## config.mk

```make
export PLATFORM = sky130hd
export DESIGN_NAME = minmax_tracker_flat
export DESIGN_NICKNAME = d
export VERILOG_FILES = /design/src/rtl/minmax_pkg.sv /design/src/rtl/minmax_tracker_if.sv /design/src/rtl/adder_n.sv /design/src/rtl/slt_unit.sv /design/src/rtl/minmax_tracker.sv /design/src/flat_wrapper.sv
export SDC_FILE = /design/constraint.sdc
export NUM_CORES = 1
export LEC_CHECK = 0
export CAP_MARGIN = 20
export CORE_MARGIN = 3
export CORE_UTILIZATION = 54
export DETAILED_ROUTE_END_ITERATION = 6
export HOLD_SLACK_MARGIN = 0.05
export PLACE_DENSITY = 0.79
export SLEW_MARGIN = 20
export SYNTH_ARGS = -nofsm -noshare
export SYNTH_HDL_FRONTEND = slang
export SYNTH_HIERARCHICAL = 1
export SYNTH_SLANG_ARGS = --single-unit
```

## constraint.sdc

```tcl
create_clock -name clk -period 8.5 [get_ports clk]
set_input_delay 1.275 -clock clk [delete_from_list [all_inputs] [get_ports clk]]
set_output_delay 1.275 -clock clk [all_outputs]
set_load 0.01 [all_outputs]
```

## src/rtl/minmax_pkg.sv

```systemverilog
// Shared types for the min/max frame tracker.
package minmax_pkg;

    typedef enum logic [1:0] {
        IDLE  = 2'd0,
        ACCUM = 2'd1,
        EMIT  = 2'd2
    } state_t;

    typedef enum logic {
        UNS = 1'b0,
        SGN = 1'b1
    } cmp_mode_t;

    // Map the per-sample signedness flag onto the compare mode.
    function automatic cmp_mode_t mode_from_flag(input logic is_signed);
        return is_signed ? SGN : UNS;
    endfunction

endpackage : minmax_pkg

```

## src/rtl/minmax_tracker_if.sv

```systemverilog
// Sample input stream and frame-result output stream of the min/max tracker.
interface minmax_tracker_if #(
    parameter int unsigned N  = 32,
    parameter int unsigned CW = 4
);

    logic          in_valid;
    logic          in_ready;
    logic [N-1:0]  in_data;
    logic          in_signed;
    logic          in_last;
    logic          out_valid;
    logic          out_ready;
    logic [N-1:0]  out_min;
    logic [N-1:0]  out_max;
    logic [CW-1:0] out_count;

    // Sample producer / result consumer side.
    modport master (
        output in_valid, in_data, in_signed, in_last, out_ready,
        input  in_ready, out_valid, out_min, out_max, out_count
    );

    // Tracker side.
    modport slave (
        input  in_valid, in_data, in_signed, in_last, out_ready,
        output in_ready, out_valid, out_min, out_max, out_count
    );

endinterface : minmax_tracker_if

```

## src/rtl/adder_n.sv

```systemverilog
// W-bit adder with carry-in; the carry-out is not needed by its users.
module adder_n #(
    parameter int unsigned W = 33
) (
    input  logic [W-1:0] a,
    input  logic [W-1:0] b,
    input  logic         cin,
    output logic [W-1:0] sum_c
);

    // Plain sum; synthesis picks the adder architecture.
    always_comb begin
        sum_c = a + b + W'(cin);
    end

endmodule : adder_n

```

## src/rtl/slt_unit.sv

```systemverilog
// Combinational a<b with selectable signed/unsigned ordering.
module slt_unit
    import minmax_pkg::*;
#(
    parameter int unsigned N = 32
) (
    input  logic [N-1:0] a,
    input  logic [N-1:0] b,
    input  cmp_mode_t    mode,
    output logic         lt_c
);

    logic [N:0] a_x;
    logic [N:0] b_n;
    logic [N:0] diff_c;
    logic       diff_unused_c;

    // Extend to N+1 bits so the subtract can never overflow; invert b for a-b.
    always_comb begin
        a_x = {((mode == SGN) ? a[N-1] : 1'b0), a};
        b_n = ~{((mode == SGN) ? b[N-1] : 1'b0), b};
    end

    adder_n #(
        .W (N + 1)
    ) u_sub (
        .a     (a_x),
        .b     (b_n),
        .cin   (1'b1),
        .sum_c (diff_c)
    );

    // The sign of the widened difference is the less-than result.
    assign lt_c          = diff_c[N];
    assign diff_unused_c = ^diff_c[N-1:0];

endmodule : slt_unit

```

## src/rtl/minmax_tracker.sv

```systemverilog
// Tracks the running min and max of each sample frame and emits one result per frame.
module minmax_tracker
    import minmax_pkg::*;
#(
    parameter int unsigned N     = 32,
    parameter int unsigned FRAME = 8
) (
    input  logic              clk,
    input  logic              rst,
    minmax_tracker_if.slave   bus
);

    localparam int unsigned CW = $clog2(FRAME + 1);

    state_t        state_q,     state_d;
    logic [N-1:0]  min_q,       min_d;
    logic [N-1:0]  max_q,       max_d;
    logic [CW-1:0] count_q,     count_d;
    cmp_mode_t     mode_q,      mode_d;
    logic          in_ready_q,  in_ready_d;
    logic          out_valid_q, out_valid_d;

    logic accept_c;
    logic lt_min_c;
    logic lt_max_c;
    logic frame_full_c;

    // New sample below current minimum.
    slt_unit #(.N(N)) u_slt_min (
        .a    (bus.in_data),
        .b    (min_q),
        .mode (mode_q),
        .lt_c (lt_min_c)
    );

    // Current maximum below new sample.
    slt_unit #(.N(N)) u_slt_max (
        .a    (max_q),
        .b    (bus.in_data),
        .mode (mode_q),
        .lt_c (lt_max_c)
    );

    // Next-state, datapath and handshake decode.
    always_comb begin
        state_d      = state_q;
        min_d        = min_q;
        max_d        = max_q;
        count_d      = count_q;
        mode_d       = mode_q;
        accept_c     = bus.in_valid & in_ready_q;
        frame_full_c = ((count_q + CW'(1)) == CW'(FRAME));

        unique case (state_q)
            IDLE: begin
                if (accept_c) begin
                    min_d   = bus.in_data;
                    max_d   = bus.in_data;
                    count_d = CW'(1);
                    mode_d  = mode_from_flag(bus.in_signed);
                    state_d = (bus.in_last || (FRAME == 1)) ? EMIT : ACCUM;
                end
            end
            ACCUM: begin
                if (accept_c) begin
                    if (lt_min_c) min_d = bus.in_data;
                    if (lt_max_c) max_d = bus.in_data;
                    count_d = count_q + CW'(1);
                    if (bus.in_last || frame_full_c) state_d = EMIT;
                end
            end
            EMIT: begin
                if (out_valid_q && bus.out_ready) state_d = IDLE;
            end
            default: state_d = IDLE;
        endcase

        in_ready_d  = (state_d != EMIT);
        out_valid_d = (state_d == EMIT);
    end

    // State and result registers; reset discards any partial frame.
    always_ff @(posedge clk or negedge rst) begin
        if (!rst) begin
            state_q     <= IDLE;
            min_q       <= '0;
            max_q       <= '0;
            count_q     <= '0;
            mode_q      <= UNS;
            in_ready_q  <= 1'b0;
            out_valid_q <= 1'b0;
        end else begin
            state_q     <= state_d;
            min_q       <= min_d;
            max_q       <= max_d;
            count_q     <= count_d;
            mode_q      <= mode_d;
            in_ready_q  <= in_ready_d;
            out_valid_q <= out_valid_d;
        end
    end

    assign bus.in_ready  = in_ready_q;
    assign bus.out_valid = out_valid_q;
    assign bus.out_min   = min_q;
    assign bus.out_max   = max_q;
    assign bus.out_count = count_q;

endmodule : minmax_tracker

```

## src/flat_wrapper.sv

```systemverilog
// flat-port wrapper written by rule: the top's interface ports become plain ports
module minmax_tracker_flat import minmax_pkg::*;
#(
    parameter int unsigned N     = 32,
    parameter int unsigned FRAME = 8
)
  (clk, rst, bus_in_valid, bus_in_data, bus_in_signed, bus_in_last, bus_out_ready, bus_in_ready, bus_out_valid, bus_out_min, bus_out_max, bus_out_count);
  minmax_tracker_if #(.N(N), .CW(4)) bus_i ();
  input  logic clk;
  input  logic rst;
  input wire logic [$bits(bus_i.in_valid)-1:0] bus_in_valid;
  input wire logic [$bits(bus_i.in_data)-1:0] bus_in_data;
  input wire logic [$bits(bus_i.in_signed)-1:0] bus_in_signed;
  input wire logic [$bits(bus_i.in_last)-1:0] bus_in_last;
  input wire logic [$bits(bus_i.out_ready)-1:0] bus_out_ready;
  output wire logic [$bits(bus_i.in_ready)-1:0] bus_in_ready;
  output wire logic [$bits(bus_i.out_valid)-1:0] bus_out_valid;
  output wire logic [$bits(bus_i.out_min)-1:0] bus_out_min;
  output wire logic [$bits(bus_i.out_max)-1:0] bus_out_max;
  output wire logic [$bits(bus_i.out_count)-1:0] bus_out_count;
  assign bus_i.in_valid = bus_in_valid;
  assign bus_i.in_data = bus_in_data;
  assign bus_i.in_signed = bus_in_signed;
  assign bus_i.in_last = bus_in_last;
  assign bus_i.out_ready = bus_out_ready;
  assign bus_in_ready = bus_i.in_ready;
  assign bus_out_valid = bus_i.out_valid;
  assign bus_out_min = bus_i.out_min;
  assign bus_out_max = bus_i.out_max;
  assign bus_out_count = bus_i.out_count;
  minmax_tracker #(.N(N), .FRAME(FRAME)) u_core (.clk(clk), .rst(rst), .bus(bus_i));
endmodule
```

# [Yosys cells after proc, flatten, opt, wreduce, memory -nomap -nowiden]
# Index checks and enable logic that the tools add are counted.
[totals] mem_count=0 regBits=73 romBits=0 ramBits=0 inputBits=38 latch_bits=0
[classes] shift=0 n_lt_le_gt_ge=0 muxes=20 add_sub_neg=5 div_mod_pow=0 eq_ne=9 n_reduce_logical=8 mul=0 n_bitwise=3
[ops] operator="$mux 32" n=5
[ops] operator="$pmux 32 s2" n=2
[ops] operator="$add 33x1->33 const B" n=2
[ops] operator="$add 33x33->33" n=2
[ops] operator="$not 33->33" n=2
[ops] operator="$mux 2" n=5
[ops] operator="$mux 4" n=2
[ops] operator="$pmux 4 s2" n=1
[ops] operator="$reduce_and 4->1" n=2
[ops] operator="$ne 2x2->1 const B" n=3
[ops] operator="$pmux 2 s3" n=1
[ops] operator="$add 4x1->4 const B" n=1
[ops] operator="$eq 2x2->1 const B" n=2
[ops] operator="$eq 4x4->1 const B" n=1
[ops] operator="$mux 1" n=4
[ops] operator="$ne 2x1->1 const B" n=2
[ops] operator="$reduce_and 3->1" n=1
[ops] operator="$eq 2x1->1 const B" n=1
[ops] operator="$logic_not 2->1" n=1
[ops] operator="$reduce_and 2->1" n=1
[ops] operator="$reduce_bool 2->1" n=1
[ops] operator="$and 1x1->1" n=1
[ops] operator="$logic_and 1x1->1" n=1
[ops] operator="$logic_or 1x1->1" n=1

# [Depth between registers and ports, before layout]
[logic_depth] ltp_word=7 mapped_depth=14 mapped_depth_nobuf=13

# [Hierarchy]
# The synthesis kept the hierarchy.
[by_module_without_submodules] module="minmax_tracker" cells_each=181 area_each_um2=2879.0 seq_area_each_um2=1826.8 instances=1
[by_module_without_submodules] module="adder_n (u_core.u_slt_min.u_sub)" cells_each=265 area_each_um2=1871.8 seq_area_each_um2=0.0 instances=1
[by_module_without_submodules] module="adder_n (u_core.u_slt_max.u_sub)" cells_each=246 area_each_um2=1747.9 seq_area_each_um2=0.0 instances=1
[by_module_without_submodules] module="slt_unit" cells_each=35 area_each_um2=133.9 seq_area_each_um2=0.0 instances=2

# [Worst setup path after synthesis]
# Ideal clock, no wire load.
[synth_path] kind="input port to flip-flop" startpoint="input port bus_in_data[0]" endpoint="register u_core.max_q[19] (netlist: u_core/bus.out_max[19])" cell_stages=14 setup_time_ns=0.127 required_ns=8.373 setup_slack_ns=4.194 n_path_buf=1 t_arrival_ns=4.178 path_cell_list="inv_1 > fa_1 > fa_1 > a211oi_1 > o21a_1 > nor3_1 > o2111ai_2 > o211ai_2 > or4_1 > and3_1 > inv_1 > a21oi_4 > buf_6 > mux2_1"
[synth_via] elab_chain_cells=5
[synth_rtl] element="start: declaration" line_no="flat_wrapper.sv:12" source="input wire logic [$bits(bus_i.in_data)-1:0] bus_in_data;"
[synth_rtl] element="$not 33->33" line_no="slt_unit.sv:21" source="b_n = ~{((mode == SGN) ? b[N-1] : 1'b0), b};"
[synth_rtl] element="$add 33x33->33" line_no="adder_n.sv:13" source="sum_c = a + b + W'(cin);"
[synth_rtl] element="$add 33x1->33" line_no="adder_n.sv:13"
[synth_rtl] element="via u_core.lt_max_c" line_no="minmax_tracker.sv:25" source="logic lt_max_c;"
[synth_rtl] element="$ne 2x2->1 (no source line)"
[synth_rtl] element="$reduce_and 4->1 (no source line)"
[synth_rtl] element="end signal: assignment" line_no="minmax_tracker.sv:95" source="max_q <= max_d;"
[synth_rtl] element="end: declaration" line_no="minmax_tracker.sv:17" source="logic [N-1:0] max_q, max_d;"
# The timed path passes the listed nets, and every way through them passes these cells.
# A chain may end at the register's enable or synchronous reset.

# [Final worst setup path]
[layout_path] startpoint="input port bus_in_data[0]" endpoint="register u_core.max_q[15] (netlist: u_core/bus.out_max[15])"
[layout_via] elab_chain_cells=5
[layout_rtl] element="$not 33->33" line_no="slt_unit.sv:21"
[layout_rtl] element="via u_core.u_slt_max.b_n[0]" line_no="slt_unit.sv:14" source="logic [N:0] b_n;"
[layout_rtl] element="$add 33x33->33" line_no="adder_n.sv:13"
[layout_rtl] element="$add 33x1->33" line_no="adder_n.sv:13"
[layout_rtl] element="via u_core.lt_max_c" line_no="minmax_tracker.sv:25"
[layout_rtl] element="$ne 2x2->1 (no source line)"
[layout_rtl] element="$reduce_and 4->1 (no source line)"
# The timed path passes the listed nets, and every way through them passes these cells.

==> results.ini <==
[worst_setup_path]
max_stage_delay_ns=0.86
critical-path-top-delay-family=compound AO/OA/AOI/OAI gates
critPathBufInv=3
endpoint_kind=flop
worstSetupStartpointType=primary input
worstPathMaxFanout=32
path_cells=clkdlybuf4s50_1 > inv_1 > fa_1 > fa_1 > a211oi_1 > o21a_1 > nor3_1 > o2111ai_2 > o211ai_2 > nand4_1 > and3_1 > inv_1 > a21oi_4 > mux2_2
path_class=in -> reg
cp_slowest_cell=a21oi_4
critPathRequiredTime_ns=8.72
crit_arrival_ns=5.08

[final_layout]
final_common_cell=clkdlybuf4s50_1
finalNetCount=632
syn2layout_area_growth_pct=27.07
diodes=0
instances_no_fill=639
layout-drive-gt1-share_pct=15.73
most-common-layout-cells=clkdlybuf4s50_1, dfrtp_1, inv_1, mux2_2, ha_1

[place]
io_buffers=107
hpwlAfterDp_um=7667
gp_congestion=0.8459
dp.cells=622

[clock_network]
cts_root_buf=clkbuf_8
cts_made_buffers=9
cts_setup_buffers=0
clkTransAtPathRegs_ns=0.07
cts_buffer_depth=2
cts_resized=0
cts_tree=done
hold_buffers=0
ctsHtreeMaxLevel=3
clk_latency_ns=0.34
cts_sinks=73

[job]
drv_cap=0

[sta]
fin_crit_sh_pct=57.07
rsz0062_at_grt=no
fin_skew_ns=0.007481
finalSetupTns_ns=0
relSlewSlack_pct=25.64
tightest_slew_ns=1.113
max_freq_mhz=206.1
period_minus_slack_ns=4.851
finalSetupViolations=0
hold_slack_ns=0.5223
slew_viol_final=0
hold_violations=0

[logic_synthesis]
syn-cell-area_sq_mm=0.004682
ys_warn_count=6
post_synth_inst_count=434
synth_area_per_cell_sq_um=10.79
syn-num-nets=537

[grt]
use_met3_pct=5.820
grt_overflow_total=0
grt.busiest_layer=met2
grt_antenna_before_repair=0
grt_max_degree=74
use_met1_pct=26.93
grt_pass1_vias=3718
use_met2_pct=38.22
grt_use_total_pct=22.02
grt_first_pass_wirelength_um=17350

[floorplanning]
io_pins=108
initial_utilization_pct=56.41
die_area_sq_mm=0.009824
die_y_um=99.12
coreArea_sq_mm=0.008299
fp-row-count=33
dieWidth_um=99.12

[power]
ir_worst_vdd_mv=0.2098
p_per_area_mw_per_mm2=373.0
p_leak_uw=0.002876

[status]
outcome=complete, no violations

[min_path]
hp-class=reg -> reg

[routing]
drtPass1Iterations=4
routedWlPerCell_um=16.12
drc=0
drtAntennaViolNets=0
vias=3456
vias_per_cell=5.408
drt-total-wl_um=10300
initialDrtViolationCount=118

[final timing paths]
| path | slack (ns) | endpoint | cells past startpoint | start |
|---|---|---|---|---|
| max reg2reg | 4.76 | u_core/bus.out_max[15] | 12 | u_core/bus.out_max[0] |
| max in group asynchronous | 6.82 | u_core/bus.out_max[8] | 1 | rst |
| min reg2reg | 0.52 | u_core/bus.out_min[1] | 1 | u_core/bus.out_min[1] |
| min in group asynchronous | 1.05 | u_core/bus.out_max[10] | 1 | rst |
| min | 0.52 | u_core/bus.out_min[1] | 1 | u_core/bus.out_min[1] |
| max | 3.65 | u_core/bus.out_max[15] | 14 | bus_in_data[0] |
[layer usage]
| metal | vias up | share of wire [%] | wire length [um] |
|---|---|---|---|
| met5 | - | 0 | 0 |
| met4 | 0 | 1.6 | 167 |
| li1 | 1674 | - | - |
| met3 | 18 | 5.2 | 540 |
| met1 | 1658 | 44 | 4510 |
| met2 | 106 | 49 | 5083 |
[stage by stage]
stage	power, uW	utilization (%)	worst slack, ns	cell area [sq um]
after global routing	2402	71.69	3.440	5949
after detailed placement	1947	69.08	3.138	5733
after floorplan	1441	-	4.390	4682
final	2219	71.69	3.649	5949
after CTS	2226	71.36	3.512	5922
after global placement	1889	69.08	3.245	5733
[power by group]
part | switching [uW] | leakage [uW] | internal [uW]
Sequential | 174 | 0.000859 | 528
Combinational | 539 | 0.00192 | 714
Clock | 122 | 0.0000974 | 143
Total | 835 | 0.00288 | 1380
[worst reg2reg max path, cell delays in order (launching register included)]
cell and delay (ns):
dfrtp_1 0.42, fa_1 0.44, fa_1 0.37, a211oi_1 0.27, o21a_1 0.16, nor3_1 0.06, o2111ai_2 0.18, o211ai_2 0.12
nand4_1 0.10, and3_1 0.16, inv_1 0.06, a21oi_4 0.86, mux2_2 0.44
[state kept, by name, summed over array words and instances, names as in the netlist]
name                  cells
u_core/bus.out_valid      1
u_core/bus.out_min       32
u_core/bus.out_max       32
u_core/bus.out_count      4
u_core/state_q            2
u_core/bus.in_ready       1
u_core/mode_q             1
[cell type report]
type / instances / area [sq um]
Clock inverter: 3 / 40.04
Tap cell: 105 / 131.4
Fill cell: 621 / 2350
Sequential cell: 73 / 1827
Multi-Input combinational cell: 267 / 2444
Inverter: 70 / 262.8
Timing Repair Buffer: 108 / 1096
Clock buffer: 13 / 148.9
Note: power is estimated with default switching activity, not from simulation.
